**config.mk**
```make
export PLATFORM = sky130hd
export DESIGN_NAME = bp_update_ctrl_flat
export DESIGN_NICKNAME = d
export VERILOG_FILES = /design/src/rtl/bp_update_ctrl_if.sv /design/src/rtl/bp_update_ctrl.sv /design/src/flat_wrapper.sv
export SDC_FILE = /design/constraint.sdc
export NUM_CORES = 1
export LEC_CHECK = 0
export CORE_ASPECT_RATIO = 1.4
export CORE_UTILIZATION = 35
export DETAILED_ROUTE_END_ITERATION = 10
export GPL_TIMING_DRIVEN = 0
export PLACE_DENSITY = 0.63
export SKIP_LAST_GASP = 1
export SYNTH_ARGS = -nofsm -noshare
export SYNTH_HDL_FRONTEND = slang
export SYNTH_SLANG_ARGS = --single-unit
```
**constraint.sdc**
```tcl
create_clock -name clk -period 2.2 [get_ports clk]
set_input_delay 0.22 -clock clk [delete_from_list [all_inputs] [get_ports clk]]
set_output_delay 0.22 -clock clk [all_outputs]
set_load 0.05 [all_outputs]
```
**src/rtl/bp_update_ctrl_if.sv**
```systemverilog
// EX-stage branch update bus between the pipeline and bp_update_ctrl.
// master: EX stage (drives the resolved branch, receives stall and redirect).
// slave:  bp_update_ctrl.
interface bp_update_ctrl_if;
  logic        br_valid_e;
  logic [31:0] br_pc_e;
  logic [31:0] br_target_e;
  logic        br_taken_e;
  logic        br_pred_taken_e;
  logic [31:0] br_pred_target_e;
  logic        stall_e;
  logic        redirect;
  logic [31:0] redirect_pc;

  modport master (
    output br_valid_e, br_pc_e, br_target_e, br_taken_e, br_pred_taken_e, br_pred_target_e,
    input  stall_e, redirect, redirect_pc
  );

  modport slave (
    input  br_valid_e, br_pc_e, br_target_e, br_taken_e, br_pred_taken_e, br_pred_target_e,
    output stall_e, redirect, redirect_pc
  );
endinterface

```
**src/rtl/bp_update_ctrl.sv**
```systemverilog
// Branch predictor table write-port controller.
// Sweeps the table clear after reset / on invalidate, queues EX updates in a
// 2-entry FIFO while the port is busy, and generates the misprediction redirect.
// Optional build macro: BP_STATS_EN adds the branch / mispredict counters.
module bp_update_ctrl #(
  parameter int unsigned IDX_W = 5
) (
  input  logic              clk,
  input  logic              rst_n,
  bp_update_ctrl_if.slave   ex,
  input  logic              inv_req,
  output logic              inv_ack,
  output logic              pred_en,
  output logic              busy,
  output logic              tbl_we,
  output logic [IDX_W-1:0]  tbl_idx,
  output logic              tbl_clear,
  output logic [31:0]       tbl_tag,
  output logic [31:0]       tbl_target,
  output logic              tbl_taken,
  output logic [31:0]       stat_branches,
  output logic [31:0]       stat_mispredicts
);

  typedef enum logic [0:0] {StSweep, StIdle} state_e;

  typedef struct packed {
    logic [31:0] pc;
    logic [31:0] target;
    logic        taken;
  } upd_t;

  // Counter carries one extra bit: value 2^IDX_W is the tail cycle in which the
  // last clear is on the port and nothing new is issued.
  localparam logic [IDX_W:0] SweepEnd = {1'b1, {IDX_W{1'b0}}};
  localparam logic [IDX_W:0] CntOne   = {{IDX_W{1'b0}}, 1'b1};

  state_e         state_q, state_d;
  logic [IDX_W:0] cnt_q, cnt_d;

  logic [1:0]     fcnt_q, fcnt_d;
  upd_t           ent0_q, ent0_d;
  upd_t           ent1_q, ent1_d;
  upd_t           in_upd;

  logic           wr_en, wr_clear;
  logic [IDX_W-1:0] wr_idx;
  upd_t           wr_upd;

  logic           tbl_we_q, tbl_clear_q, tbl_taken_q;
  logic [IDX_W-1:0] tbl_idx_q;
  logic [31:0]    tbl_tag_q, tbl_target_q;
  logic           inv_ack_q;

  logic           fifo_full;
  logic           stall;
  logic           accepted;
  logic           redirect_w;
  logic           inv_accept;

  assign in_upd    = {ex.br_pc_e, ex.br_target_e, ex.br_taken_e};
  assign fifo_full = (fcnt_q == 2'd2);

  // Only a sweep can fill the FIFO; in IDLE each cycle pops, so no stall there.
  assign stall      = ex.br_valid_e & fifo_full & (state_q == StSweep);
  assign accepted   = ex.br_valid_e & ~stall;
  assign redirect_w = accepted &
                      ((ex.br_taken_e != ex.br_pred_taken_e) |
                       (ex.br_taken_e & (ex.br_target_e != ex.br_pred_target_e)));

  assign ex.stall_e     = stall;
  assign ex.redirect    = redirect_w;
  assign ex.redirect_pc = ex.br_taken_e ? ex.br_target_e : ex.br_pc_e + 32'd4;

  // Requester holds inv_req through the ack cycle, so ignore it while acking.
  assign inv_accept = (state_q == StIdle) & inv_req & ~inv_ack_q;

  assign busy    = (state_q == StSweep);
  assign pred_en = (state_q == StIdle);
  assign inv_ack = inv_ack_q;

  assign tbl_we     = tbl_we_q;
  assign tbl_idx    = tbl_idx_q;
  assign tbl_clear  = tbl_clear_q;
  assign tbl_tag    = tbl_tag_q;
  assign tbl_target = tbl_target_q;
  assign tbl_taken  = tbl_taken_q;

  // FSM state and sweep counter register.
  always_ff @(posedge clk or negedge rst_n) begin
    if (!rst_n) begin
      state_q <= StSweep;
      cnt_q   <= '0;
    end else begin
      state_q <= state_d;
      cnt_q   <= cnt_d;
    end
  end

  // FSM next state: sweep runs to the tail cycle, invalidate restarts it at 0.
  always_comb begin
    state_d = state_q;
    cnt_d   = cnt_q;
    unique case (state_q)
      StSweep: begin
        if (cnt_q == SweepEnd) begin
          state_d = StIdle;
        end else begin
          cnt_d = cnt_q + CntOne;
        end
      end
      StIdle: begin
        if (inv_accept) begin
          state_d = StSweep;
          cnt_d   = '0;
        end
      end
      default: state_d = StSweep;
    endcase
  end

  // FSM outputs: pick this cycle's table write and the FIFO next state.
  always_comb begin
    wr_en    = 1'b0;
    wr_clear = 1'b0;
    wr_idx   = '0;
    wr_upd   = '0;
    fcnt_d   = fcnt_q;
    ent0_d   = ent0_q;
    ent1_d   = ent1_q;
    unique case (state_q)
      StSweep: begin
        if (!cnt_q[IDX_W]) begin
          wr_en    = 1'b1;
          wr_clear = 1'b1;
          wr_idx   = cnt_q[IDX_W-1:0];
        end
        if (ex.br_valid_e && !fifo_full) begin
          if (fcnt_q == 2'd0) begin
            ent0_d = in_upd;
          end else begin
            ent1_d = in_upd;
          end
          fcnt_d = fcnt_q + 2'd1;
        end
      end
      StIdle: begin
        if (inv_accept) begin
          // Invalidate supersedes queued and in-flight updates.
          fcnt_d = 2'd0;
        end else if (fcnt_q == 2'd0) begin
          if (ex.br_valid_e) begin
            wr_en  = 1'b1;
            wr_upd = in_upd;
            wr_idx = in_upd.pc[IDX_W+1:2];
          end
        end else begin
          wr_en  = 1'b1;
          wr_upd = ent0_q;
          wr_idx = ent0_q.pc[IDX_W+1:2];
          if (fcnt_q == 2'd2) begin
            ent0_d = ent1_q;
            if (ex.br_valid_e) begin
              ent1_d = in_upd;
            end else begin
              fcnt_d = 2'd1;
            end
          end else begin
            if (ex.br_valid_e) begin
              ent0_d = in_upd;
            end else begin
              fcnt_d = 2'd0;
            end
          end
        end
      end
      default: ;
    endcase
  end

  // FIFO storage, registered table write port and invalidate ack.
  always_ff @(posedge clk or negedge rst_n) begin
    if (!rst_n) begin
      fcnt_q       <= 2'd0;
      ent0_q       <= '0;
      ent1_q       <= '0;
      tbl_we_q     <= 1'b0;
      tbl_clear_q  <= 1'b0;
      tbl_idx_q    <= '0;
      tbl_tag_q    <= '0;
      tbl_target_q <= '0;
      tbl_taken_q  <= 1'b0;
      inv_ack_q    <= 1'b0;
    end else begin
      fcnt_q       <= fcnt_d;
      ent0_q       <= ent0_d;
      ent1_q       <= ent1_d;
      tbl_we_q     <= wr_en;
      tbl_clear_q  <= wr_clear;
      tbl_idx_q    <= wr_idx;
      tbl_tag_q    <= wr_upd.pc;
      tbl_target_q <= wr_upd.target;
      tbl_taken_q  <= wr_upd.taken;
      inv_ack_q    <= (state_q == StSweep) && (cnt_q == SweepEnd) && inv_req;
    end
  end

`ifdef BP_STATS_EN
  logic [31:0] stat_br_q;
  logic [31:0] stat_mp_q;

  // Accepted-branch and redirect counters, wrapping at 2^32.
  always_ff @(posedge clk or negedge rst_n) begin
    if (!rst_n) begin
      stat_br_q <= '0;
      stat_mp_q <= '0;
    end else begin
      if (accepted) begin
        stat_br_q <= stat_br_q + 32'd1;
      end
      if (redirect_w) begin
        stat_mp_q <= stat_mp_q + 32'd1;
      end
    end
  end

  assign stat_branches    = stat_br_q;
  assign stat_mispredicts = stat_mp_q;
`else
  assign stat_branches    = '0;
  assign stat_mispredicts = '0;
`endif

endmodule
```
**src/flat_wrapper.sv**
```systemverilog
// flat-port wrapper written by rule: the top's interface ports become plain ports
module bp_update_ctrl_flat 
#(
  parameter int unsigned IDX_W = 5
)
  (clk, rst_n, inv_req, inv_ack, pred_en, busy, tbl_we, tbl_idx, tbl_clear, tbl_tag, tbl_target, tbl_taken, stat_branches, stat_mispredicts, ex_br_valid_e, ex_br_pc_e, ex_br_target_e, ex_br_taken_e, ex_br_pred_taken_e, ex_br_pred_target_e, ex_stall_e, ex_redirect, ex_redirect_pc);
  bp_update_ctrl_if ex_i ();
  input  logic clk;
  input  logic rst_n;
  input  logic inv_req;
  output logic inv_ack;
  output logic pred_en;
  output logic busy;
  output logic tbl_we;
  output logic [IDX_W-1:0] tbl_idx;
  output logic tbl_clear;
  output logic [31:0] tbl_tag;
  output logic [31:0] tbl_target;
  output logic tbl_taken;
  output logic [31:0] stat_branches;
  output logic [31:0] stat_mispredicts;
  input wire logic [$bits(ex_i.br_valid_e)-1:0] ex_br_valid_e;
  input wire logic [$bits(ex_i.br_pc_e)-1:0] ex_br_pc_e;
  input wire logic [$bits(ex_i.br_target_e)-1:0] ex_br_target_e;
  input wire logic [$bits(ex_i.br_taken_e)-1:0] ex_br_taken_e;
  input wire logic [$bits(ex_i.br_pred_taken_e)-1:0] ex_br_pred_taken_e;
  input wire logic [$bits(ex_i.br_pred_target_e)-1:0] ex_br_pred_target_e;
  output wire logic [$bits(ex_i.stall_e)-1:0] ex_stall_e;
  output wire logic [$bits(ex_i.redirect)-1:0] ex_redirect;
  output wire logic [$bits(ex_i.redirect_pc)-1:0] ex_redirect_pc;
  assign ex_i.br_valid_e = ex_br_valid_e;
  assign ex_i.br_pc_e = ex_br_pc_e;
  assign ex_i.br_target_e = ex_br_target_e;
  assign ex_i.br_taken_e = ex_br_taken_e;
  assign ex_i.br_pred_taken_e = ex_br_pred_taken_e;
  assign ex_i.br_pred_target_e = ex_br_pred_target_e;
  assign ex_stall_e = ex_i.stall_e;
  assign ex_redirect = ex_i.redirect;
  assign ex_redirect_pc = ex_i.redirect_pc;
  bp_update_ctrl #(.IDX_W(IDX_W)) u_core (.clk(clk), .rst_n(rst_n), .ex(ex_i), .inv_req(inv_req), .inv_ack(inv_ack), .pred_en(pred_en), .busy(busy), .tbl_we(tbl_we), .tbl_idx(tbl_idx), .tbl_clear(tbl_clear), .tbl_tag(tbl_tag), .tbl_target(tbl_target), .tbl_taken(tbl_taken), .stat_branches(stat_branches), .stat_mispredicts(stat_mispredicts));
endmodule
```
=== Word-level counts from Yosys, hierarchy flattened ===
Cells that the tools add are included.

* Output and inout bits: 173
* Latch bits: 0
* Memory bits (writable): 0
* ROM bits: 0
* Input bits: 102
* Word-level logic and storage cells: 97
* Memories kept: 0
* Flip-flop bits (word level): 212

* Multipliers: 0
* Multiplexer cells: 42
* Add/sub/neg operators: 3
* Reduce and logical (&&, ||, !) cells: 9
* Shifts and indexed selects: 0
* Bitwise operators: 11
* Eq/ne operators: 16
* Order comparisons: 0
* Div/mod/pow operators: 0

{| class="wikitable"
|+ Operator list
! kind !! count
|-
| $mux W65 || 15
|-
| $pmux W65 S2 || 2
|-
| $add A32 B3 Y32 const B || 1
|-
| $mux W32 || 1
|-
| $ne A32 B32 Y1 || 1
|-
| $mux W5 || 4
|-
| $ne A2 B2 Y1 const B || 7
|-
| $mux W2 || 6
|-
| $mux W6 || 2
|-
| $pmux W6 S2 || 1
|-
| $pmux W5 S2 || 1
|-
| $ne A3 B3 Y1 const B || 3
|-
| $and A1 B1 Y1 || 7
|-
| $mux W1 || 7
|-
| $add A6 B1 Y6 const B || 1
|-
| $eq A6 B6 Y1 const B || 1
|-
| $reduce_and A6 Y1 || 1
|-
| $reduce_and A5 Y1 || 1
|-
| $ne A2 B1 Y1 const B || 2
|-
| $pmux W1 S2 || 2
|-
| $pmux W2 S2 || 1
|-
| $logic_and A1 B1 Y1 || 3
|-
| $not A1 Y1 || 3
|-
| $reduce_and A3 Y1 || 1
|-
| other kinds (7) || 7
|}

=== Longest topological paths before layout ===
* Depth in word-level cells: 6
* Depth in mapped cells: 9
* Gate-level depth less buffers: 7

=== Least setup slack after synthesis ===
Ideal clock, no wire load.

* Path kind: in2out
* Start: input ex_br_pc_e[20]
* End: output ex_redirect_pc[27]
* Data required time: 1.980 ns
* Slack: -0.199 ns
* Arrival: 2.179 ns
* Stages: 6
* Path buffers: 1
* Path through: buf_2 -> and3_1 -> nand4_4 -> nor3_1 -> xnor2_1 -> o21ai_0

* Cells in the longest elaborated chain, start to end: 2

{| class="wikitable"
|+ RTL lines
! item !! RTL line !! RTL
|-
| start: declaration || flat_wrapper.sv:23 || <nowiki>input wire logic [$bits(ex_i.br_pc_e)-1:0] ex_br_pc_e;</nowiki>
|-
| $add A32 B3 Y32 || bp_update_ctrl.sv:73 || <nowiki>assign ex.redirect_pc = ex.br_taken_e ? ex.br_target_e : ex.br_pc_e + 32'd4;</nowiki>
|-
| $mux W32 || bp_update_ctrl.sv:73 ||
|-
| end: declaration || flat_wrapper.sv:30 || <nowiki>output wire logic [$bits(ex_i.redirect_pc)-1:0] ex_redirect_pc;</nowiki>
|}

No other way between the ends.

=== Final worst setup path ===
* Start: input ex_br_target_e[2]
* End: output ex_redirect

* Cells in the longest elaborated chain, start to end: 4

{| class="wikitable"
|+ RTL lines
! item !! RTL line !! RTL
|-
| start: declaration || flat_wrapper.sv:24 || <nowiki>input wire logic [$bits(ex_i.br_target_e)-1:0] ex_br_target_e;</nowiki>
|-
| $ne A32 B32 Y1 || bp_update_ctrl.sv:69 || <nowiki>(ex.br_taken_e & (ex.br_target_e != ex.br_pred_target_e)));</nowiki>
|-
| $and A1 B1 Y1 || bp_update_ctrl.sv:69 ||
|-
| $or A1 B1 Y1 || bp_update_ctrl.sv:68 || <nowiki>((ex.br_taken_e != ex.br_pred_taken_e) |</nowiki>
|-
| $and A1 B1 Y1 || bp_update_ctrl.sv:67 || <nowiki>assign redirect_w = accepted &</nowiki>
|-
| end: declaration || flat_wrapper.sv:29 || <nowiki>output wire logic [$bits(ex_i.redirect)-1:0] ex_redirect;</nowiki>
|}

No other way between the ends.

==> results_dict.tcl <==
set metrics [dict create \
    status "complete, but fails checks" \
    violations "negative setup slack" \
    critical_path_arrival_ns 2.00 \
    final_common_cell "dfrtp_1" \
    placed_area_um2 13600 \
    ys_seq_elements 212 \
    critPathKind "in2out" \
    clkLatencyLatePin_ns 0.51 \
    power_frac_comb_pct 38.0 \
    p_sw_mw 5.930 \
    critPathBufInv 2 \
    ir_drop_mv 0.5870 \
    finalCritPeriodShare_pct 100.8 \
    cp.required_ns 1.98 \
    path_max_fanout 5 \
    drive_gt1_share_pct 19.82 \
    ys_types 44 \
    switching_share_pct 36.56 \
    start_kind "primary input" \
    power_leakage_nw 6.826 \
    cp-end-kind "primary output" \
    grt_pass1_wl_um 49530 \
    fin_skew_ns 0.01085 \
    fin_ws_ns -0.01857 \
    rsz0062_at_grt "true" \
    coreArea_um2 30120 \
    drt-initial-drc-count 399 \
    dp_cells 1705 \
    cpLargestDelayFamily "buffers and inverters" \
    initial_core_util_pct 35.80 \
    num_vias 8418 \
    root_buffer "clkbuf_16" \
    final.setup.tns_ns -0.01857 \
    clock-sinks 212 \
    synth-seq-area-share_pct 49.20 \
    syn_area_per_cell_um2 10.26 \
    fp.dieH_um 209.7 \
    yosys_most_used_dff "dfrtp_1" \
    relSlewSlack_pct 49.03 \
    path_clk_slew_ns 0.06 \
    hold_slack_ns 0.05308 \
    antenna_found_initial 1 \
    vias_per_cell 4.816 \
    post-route-cell-area_um2 14500 \
    setup_violations 1 \
    firstDrtPassIters 6 \
    final_core_util_pct 48.15 \
    io_buffers 204 \
    post_drt_wl_per_cell_um 18.76 \
    grt_pass1_vias 8556 \
    intPower_mw 10.29 \
    synthArstFlopShare_pct 100.0 \
    dieArea_um2 31520 \
    num_rows 75 \
    cp_slowest_cell "clkdlybuf4s50_1" \
    finalHoldViolations 0 \
    max_stage_delay_ns 0.52 \
    synth_edf_count 0 \
    drv_cap 0 \
    seqPwrFrac_pct 37.2 \
    routed_wl_um 32790 \
    grt_overflow 0 \
    gp_congestion 0.7962 \
    dp_hpwl_um 24830 \
    pwr-share-clk_pct 24.8 \
    post-place-ws_ns -1.416 \
    io_pins 275 \
    cts.path.max_buffers 3 \
    drc 0 \
    hold_class "in2reg" \
    worstPathCellList "clkdlybuf4s50_1 > xnor2_1 > nand4_1 > nor4_2 > a21oi_1 > buf_4" \
    grt.total_usage_pct 20.84 \
    drv_slew 0 \
    drt.antenna.violating_nets 0 \
    fmax_mhz 450.7 \
    yosys_warnings 0 \
    mostFrequentLayoutCells "212 x dfrtp_1, 131 x clkdlybuf4s50_1, 107 x nand2_1" \
    power.total_mw 16.22 \
    synth_cells 1051 \
    cts_htree_levels 1 \
    cts_buffers 22 \
    instances_no_fill 1748 \
    syn_area_um2 10780 \
    period_needed_ns 2.219 \
    worstMarginPinSlew_ns 0.7645 \
    cellPowerDensity_nw_per_um2 1118 \
    nNetsFinal 1453 \
    synthToLayoutAreaGrowth_pct 34.51 \
    grt_max_degree 76 \
    cts_tree "yes" \
    die_w_um 150.3 \
]
Yosys cell counts, drive strengths merged, types with 2 or more instances:
cell type	instances	share of area [%]
nor4	10	0.81
o21ai	98	4.5
nand2	108	3.8
and2	3	0.21
dfrtp	212	49
mux2	69	7.2
a21o	5	0.35
xor2	34	2.8
and3	6	0.37
a22o	2	0.16
nor2	10	0.35
and4	2	0.16
mux2i	65	6.0
nor3	11	0.51
nand3	75	3.5
o221ai	2	0.16
nand2b	66	3.8
buf	98	6.4
xnor2	29	2.4
clkbuf	39	1.4
inv	11	0.38
a21oi	72	3.4
nand4	11	1.1
ha	5	0.58
power by group through the flow:
| stage | clock, mW | sequential (mW) | combinational, mW |
|---|---|---|---|
| floorplan | 0 | 6.41 | 3.86 |
| detailed placement | 0 | 6.09 | 6.14 |
| CTS | 4.09 | 6.02 | 6.16 |
| global route | 4.24 | 6.20 | 6.73 |
| global placement | 0 | 6.04 | 6.02 |
| finish | 4.02 | 6.03 | 6.17 |
per-layer routing:
layer,global-route usage (%),vias up,routed length [um]
li1,-,4050,-
met1,24.12,4065,12830
met2,39.06,257,17410
met3,2.500,46,1705
met4,6.688,0,847
met5,0,-,0
cell families (layout without fill, tap and decap cells):
logic type	count (synthesis)	after routing	synth area share, %
compound gates	182	182	8.807
xor+xnor	63	63	5.117
buf+inv	148	395	8.146
mux	134	134	13.24
simple gates	306	307	14.88
fa+ha+maj	5	5	0.5802
flops	212	212	49.20
other cells	1	65	0.03478
worst register-to-register path, delay by kind of cell (launching register included):
kind | cells | cell delay [ns]
compound gates | 1 | 0.10
fa+ha+maj | 1 | 0.27
flops | 1 | 0.39
buf+inv | 3 | 0.89
simple gates | 1 | 0.30
flip-flops by register name (all words and copies together) (netlist names):
register	count
u_core.pred_en	1
u_core.tbl_target	32
u_core.tbl_taken	1
u_core.ent1_q	65
u_core.inv_ack	1
u_core.ent0_q	65
u_core.tbl_clear	1
u_core.fcnt_q	2
u_core.tbl_idx	5
u_core.tbl_tag	32
u_core.cnt_q	6
u_core.tbl_we	1
layout make-up:
| cell class | instances | area (um2) |
|---|---|---|
| Clock buffer | 30 | 631.9 |
| Sequential cell | 212 | 5305 |
| Fill cell | 2829 | 15620 |
| Antenna cell | 1 | 2.502 |
| Buffer | 136 | 853.3 |
| Tap cell | 385 | 481.7 |
| Multi-Input combinational cell | 755 | 5066 |
| Timing Repair Buffer | 208 | 1972 |
| Clock inverter | 10 | 150.1 |
| Inverter | 11 | 41.29 |
repair_timing:
item / 4_1_cts / 5_1_grt
hold buffers: 1 / 0
gates resized for setup: 232 / 58
setup buffers: 0 / 1
pin swaps: 5 / 10
setup endpoints to repair: 175 / 129
endpoints found under the hold margin: 65 / 0
gates cloned: 1 / 0
path summary, 6_finish.rpt:
| kind | start | end | slack [ns] | cells past startpoint |
|---|---|---|---|---|
| hold reg to reg | u_core.ent0_q[19] | u_core.ent0_q[19] | 0.48 | 2 |
| setup reg to reg | u_core.fcnt_q[0] | u_core.tbl_we | 0.10 | 6 |
| setup / recovery | ex_br_target_e[2] | ex_redirect | -0.02 | 6 |
| min in group asynchronous | rst_n | u_core.tbl_tag[20] | 0.26 | 2 |
| hold / removal | ex_br_pc_e[11] | u_core.tbl_tag[11] | 0.05 | 3 |
| max in group asynchronous | rst_n | u_core.tbl_target[5] | 1.14 | 3 |
(Power assumes the default switching activity.)
